## config.mk

```make
export PLATFORM = sky130hd
export DESIGN_NAME = sha_256_block_sequencer
export DESIGN_NICKNAME = d
export VERILOG_FILES = /design/src/rtl/sha_256_pkg.sv /design/src/rtl/sha_256_block_packer.sv /design/src/rtl/sha_256_block_sequencer.sv
export SDC_FILE = /design/constraint.sdc
export NUM_CORES = 1
export LEC_CHECK = 0
export CORE_AREA = 2 2 421 423
export DETAILED_ROUTE_END_ITERATION = 8
export DIE_AREA = 0 0 423 425
export PLACE_DENSITY_LB_ADDON = 0.08
export REMOVE_ABC_BUFFERS = 1
export SYNTH_ARGS = -nofsm -noshare
export SYNTH_HDL_FRONTEND = slang
export SYNTH_SLANG_ARGS = --single-unit
```

## constraint.sdc

```tcl
create_clock -name clk -period 2.5 [get_ports clk]
set_input_delay 0.5 -clock clk [delete_from_list [all_inputs] [get_ports clk]]
set_output_delay 0.5 -clock clk [all_outputs]
set_load 0.01 [all_outputs]
```

## src/rtl/sha_256_pkg.sv

```systemverilog
// Shared types and widths for the SHA-256 block sequencer and its word packer.
package sha_256_pkg;

   typedef enum logic [1:0] {FILL, START, WAIT, OUT} seq_state_t;

   localparam int WORDS_PER_BLOCK = 16;
   localparam int WORD_W          = 32;
   localparam int BLOCK_W         = 512;
   localparam int DIGEST_W        = 256;

endpackage

```

## src/rtl/sha_256_block_packer.sv

```systemverilog
// Packs 32-bit message words big-endian into a 512-bit block and flags an early s_last.
// Word n of each block lands in msg[511-32n -: 32]; the block is held until the next accept.
module sha_256_block_packer
   import sha_256_pkg::*;
(
   input  logic                                 clk,
   input  logic                                 rstn,
   input  logic                                 accept,
   input  logic [WORD_W-1:0]                    data,
   input  logic                                 last,
   output logic [BLOCK_W-1:0]                   msg,
   output logic [$clog2(WORDS_PER_BLOCK)-1:0]   word_idx,
   output logic                                 block_done,
   output logic                                 last_err
);

   localparam int IDX_W = $clog2(WORDS_PER_BLOCK);

   logic [8:0] base;

   // MSB index of the current word slot: 511 - 32*n
   assign base       = 9'(BLOCK_W - 1) - {word_idx, 5'b0};
   assign block_done = accept && (word_idx == IDX_W'(WORDS_PER_BLOCK - 1));
   assign last_err   = accept && last && (word_idx != IDX_W'(WORDS_PER_BLOCK - 1));

   always_ff @(posedge clk or negedge rstn) begin
      if (!rstn) begin
         msg      <= '0;
         word_idx <= '0;
      end else if (accept) begin
         msg[base -: WORD_W] <= data;
         word_idx            <= word_idx + IDX_W'(1);
      end
   end

endmodule

```

## src/rtl/sha_256_block_sequencer.sv

```systemverilog
// Front-end controller feeding 512-bit blocks to the SHA-256 core and returning the final digest.
// Optional WAIT watchdog enabled by defining SHA_SEQ_TIMEOUT_EN.
module sha_256_block_sequencer
   import sha_256_pkg::*;
#(
   parameter int MAX_BLOCKS     = 256,
   parameter int TIMEOUT_CYCLES = 127
) (
   input  logic                              clk,
   input  logic                              rstn,
   input  logic                              s_valid,
   output logic                              s_ready,
   input  logic [WORD_W-1:0]                 s_data,
   input  logic                              s_last,
   output logic [BLOCK_W-1:0]                core_msg,
   output logic                              core_start,
   input  logic                              core_hash_ready,
   input  logic [DIGEST_W-1:0]               core_result,
   output logic                              d_valid,
   input  logic                              d_ready,
   output logic [DIGEST_W-1:0]               d_digest,
   output logic                              busy,
   output logic [$clog2(MAX_BLOCKS+1)-1:0]   blk_count,
   output logic                              err
);

   localparam int BC_W  = $clog2(MAX_BLOCKS + 1);
   localparam int IDX_W = $clog2(WORDS_PER_BLOCK);

   seq_state_t        state;
   logic              last_flag;
   logic              accept;
   logic [IDX_W-1:0]  word_idx;
   logic              block_done;
   logic              last_err;
   logic              hash_in_wait;
   logic              hash_stray;
   logic              blk_sat;
   logic              handshake;
   logic              timeout;

   assign s_ready      = (state == FILL);
   assign accept       = s_valid && s_ready;
   assign core_start   = (state == START);
   assign d_valid      = (state == OUT);
   assign busy         = (state != FILL) || (word_idx != '0);
   assign handshake    = d_valid && d_ready;
   assign hash_in_wait = core_hash_ready && (state == WAIT);
   assign hash_stray   = core_hash_ready && (state != WAIT);
   assign blk_sat      = (blk_count == BC_W'(MAX_BLOCKS));

   sha_256_block_packer u_packer (
      .clk        (clk),
      .rstn       (rstn),
      .accept     (accept),
      .data       (s_data),
      .last       (s_last),
      .msg        (core_msg),
      .word_idx   (word_idx),
      .block_done (block_done),
      .last_err   (last_err)
   );

`ifdef SHA_SEQ_TIMEOUT_EN
   localparam int WD_W = $clog2(TIMEOUT_CYCLES + 1);

   logic [WD_W-1:0] wdog;

   always_ff @(posedge clk or negedge rstn) begin
      if (!rstn) begin
         wdog <= '0;
      end else if (state == START) begin
         wdog <= '0;
      end else if (state == WAIT) begin
         wdog <= wdog + WD_W'(1);
      end
   end

   // fires on the edge that ends the TIMEOUT_CYCLES-th WAIT cycle; a real hash_ready wins
   assign timeout = (state == WAIT) && !core_hash_ready && (wdog == WD_W'(TIMEOUT_CYCLES - 1));
`else
   logic unused_timeout_cfg;
   assign unused_timeout_cfg = (TIMEOUT_CYCLES == 0);
   assign timeout            = 1'b0;
`endif

   always_ff @(posedge clk or negedge rstn) begin
      if (!rstn) begin
         state     <= FILL;
         last_flag <= 1'b0;
         blk_count <= '0;
         d_digest  <= '0;
         err       <= 1'b0;
      end else begin
         if (last_err || hash_stray || timeout || (hash_in_wait && blk_sat)) begin
            err <= 1'b1;
         end
         case (state)
            FILL: begin
               if (block_done) begin
                  last_flag <= s_last;
                  state     <= START;
               end
            end
            START: state <= WAIT;
            WAIT: begin
               if (hash_in_wait) begin
                  if (!blk_sat) begin
                     blk_count <= blk_count + BC_W'(1);
                  end
                  if (last_flag) begin
                     d_digest <= core_result;
                     state    <= OUT;
                  end else begin
                     state <= FILL;
                  end
               end else if (timeout) begin
                  blk_count <= '0;
                  state     <= FILL;
               end
            end
            OUT: begin
               if (handshake) begin
                  blk_count <= '0;
                  state     <= FILL;
               end
            end
            default: state <= FILL;
         endcase
      end
   end

endmodule

```

==> results of run 1 <==
[registers in the layout, summed over array words and instances, names as in the netlist]
register,cells
blk_count,9
u_packer.msg,512
d_digest,256
err,1
state,2
last_flag,1
u_packer.word_idx,4
[final cells by class]
cell class                 count  area [um2]
timing repair buffer        1196       12200
fill                       18400      128000
sequential                   785       19600
multi-input combinational   1408        9380
inverter                      40         150
antenna                        4        10.0
clock buffer                 154        2980
tap                         2340        2930
clock inverter                28         288
[power breakdown]
group	total, uW	switching [uW]	internal (uW)
sequential	19800	2450	17300
combinational	23200	11500	11700
clock	14600	6140	8490
[cell families (layout without fill, tap and decap cells)]
family | after synthesis | after routing | share of synthesized area, %
muxes | 387 | 387 | 14.7
and+or+nand+nor | 606 | 606 | 8.69
adders and majority gates | 8 | 8 | 0.337
AOI/OAI and AO/OA | 404 | 404 | 7.37
other | 0 | 4 | 0
buffers and inverters | 182 | 1418 | 2.79
DFF | 785 | 785 | 66.1
xor gates and xnor gates | 3 | 3 | 0.0884
[metrics by stage]
step / hold WS, ps / setup WS (ps) / TNS, ps
floorplan: 204 / -6110 / -1782090
global placement: 461 / 47.1 / 0
detailed placement: 469 / 27.1 / 0
CTS: 217 / 18.8 / 0
global route: 272 / 62.1 / 0
finish: 297 / 137 / 0
[worst max-delay path by stage]
stage,to,from,slack (ps)
CTS,blk_count[7],blk_count[7],20
detailed placement,u_packer.msg[73],s_valid,30
floorplan,d_digest[0],state[1],-6110
global route,d_digest[57],d_digest[57],60
global placement,u_packer.msg[89],s_valid,50
finish,blk_count[7],blk_count[7],140
[Yosys cell counts, types with 2 or more instances]
library cell	count	area (um2)
a211o_1	2	17.5
a21boi_0	2	15.0
a21o_1	2	15.0
a21oi_1	4	20.0
a221o_1	3	30.0
a22o_1	2	17.5
and3_1	36	225
buf_2	51	255
buf_4	2	15.0
buf_6	10	113
clkbuf_1	78	293
dfrtp_1	785	19600
ha_1	8	100
inv_1	39	146
mux2_2	385	4340
nand2_1	489	1840
nand2b_1	2	12.5
nand3_1	41	205
nand3_2	3	30.0
nand4_1	8	50.1
nand4_4	2	42.5
nor2_1	9	33.8
nor2b_1	3	18.8
nor4b_1	2	17.5
o21ai_0	340	1700
o21ai_1	15	75.1
o21ai_2	32	280
or3_1	2	12.5
xnor2_1	3	26.3
[layer usage]
| layer | global-route usage (%) | routed length, um |
|---|---|---|
| met1 | 17.2 | 54000 |
| met2 | 28.3 | 74800 |
| met3 | 5.79 | 12500 |
| met4 | 7.52 | 6790 |
| met5 | 0 | 180 |
[repair_timing]
action / in CTS / in global routing
gates resized for setup: 17 / 0
setup endpoints to repair: 10 / 0
endpoints found under the hold margin: 20 / 0
hold buffers: 1 / 0
==> run_results.csv, run 1 <==
group,metric,value,unit
sta,worstMarginPinSlew,723,ps
logic_synthesis,netlist_instances,2375,
cells_and_area,fin_area,0.0476,mm2
sta,fin_skew,22.7,ps
critical_path,startpoint_type,"flip-flop",
critical_path,critPathBufInv,1,
clocking,numClockSinks,785,
clocking,cts_setup_buffers,0,
sta,max_freq,423,MHz
status,status,"complete, no violations",
place,place.gp.congestion,0.766,
floorplan,fp.dieH,425,um
cells_and_area,layout_commonest_cell,"clkdlybuf4s50_1",
logic_synthesis,ys_warn_count,0,
route,ant_nets,0,
logic_synthesis,avgSynthCellArea,12.5,um2
logic_synthesis,synth_area,0.0297,mm2
logic_synthesis,synth_edf_count,0,
power,power.density,1210,mW/mm2
clocking,cts_root_buf,"clkbuf_16",
critical_path,reg2reg_depth,6,
logic_synthesis,ys.flop_type,"dfrtp_1",
sta,hold_viol_final,0,
critical_path,r2r_start,"blk_count[0]",
route,first_pass_iters,4,
cells_and_area,final_cell_mix,"1064 x clkdlybuf4s50_1, 782 x dfrtp_1, 489 x nand2_1",
clocking,path_clk_slew,60,ps
cells_and_area,drive_gt1_share,19.9,%
sta,setup_violations,0,
sta,fin_crit,2360,ps
run,cap_violations,0,
route,drtIter0Drc,1054,
power,leakage,0.0206,uW
grt,grt.total_usage,16.1,%
min_path,hp-class,"primary input to async pin",
power,ir_drop,0.563,mV
critical_path,reg2reg_to,"blk_count[0]",
grt,grt_max_degree,97,
logic_synthesis,postSynth.asyncResetShare,100,%
critical_path,r2r_setup_slack,420,ps
grt,antenna_found_initial,26,
route,avgRoutedWirePerCell,24.9,um
floorplan,die_w,423,um
floorplan,die_area,0.180,mm2
place,dpl.hpwl,114000,um
floorplan,fp.coreArea,0.175,mm2
clocking,clkLatencyLatePin,740,ps
cells_and_area,fin_util,27.2,%
place,port_buffers,1075,
critical_path,arrival,1860,ps
power,p_total,57600,uW
critical_path,crit_path_top_delay_cell,"clkdlybuf4s50_1",
clocking,cts-buffers-inserted,101,
clocking,cts_max_path_buffers,3,
sta,rsz0062_at_grt,"no",
grt,grt_pass1_vias,23600,
sta,slew_headroom,51.8,%
floorplan,io_pins,1076,
cells_and_area,synthToLayoutAreaGrowth,60.2,%
logic_synthesis,ys_types,44,
clocking,cts_tree,"yes",
place,place_inst,5768,
logic_synthesis,yosysSeqAreaShare,66.1,%
floorplan,rows,154,
cells_and_area,fin_cells,5955,
critical_path,path_class,"flip-flop to primary output",
critical_path,crit_chain,"clkdlybuf4s50_1",
sta,drv_slew,0,
route,vias_per_cell,3.76,
critical_path,slowest_delay,690,ps
critical_path,cp_max_fo,6,
route,vias,22400,
floorplan,initial_core_util,17.0,%
clocking,htreeDepth,3,
critical_path,cp_top_family,"buffers and inverters",
grt,grt_pass1_wl,204000,um
critical_path,cp-end-kind,"primary output",
sta,period_share,94.5,%
critical_path,crit_required,2000,ps
cells_and_area,layout.nets,3834,
place,placed_area,0.0443,mm2
route,drc_errors,0,
grt,overflow,0,
route,drt-total-wl,148000,um
logic_synthesis,ys_seq_elements,785,
critical_path,path_depth,1,
(Power assumes the default switching activity.)
==> inputs of run 2 (changes only) <==
Settings changed: HOLD_SLACK_MARGIN set to 0.03.
==> results of run 2 <==
Same layout as run 1: the final DEF is identical, and so are final timing and power.
==> inputs of run 3 (changes only) <==
Settings changed: CTS_CLUSTER_SIZE set to 30.
==> results of run 3 <==
Same layout as run 1: the final DEF is identical, and so are final timing and power.
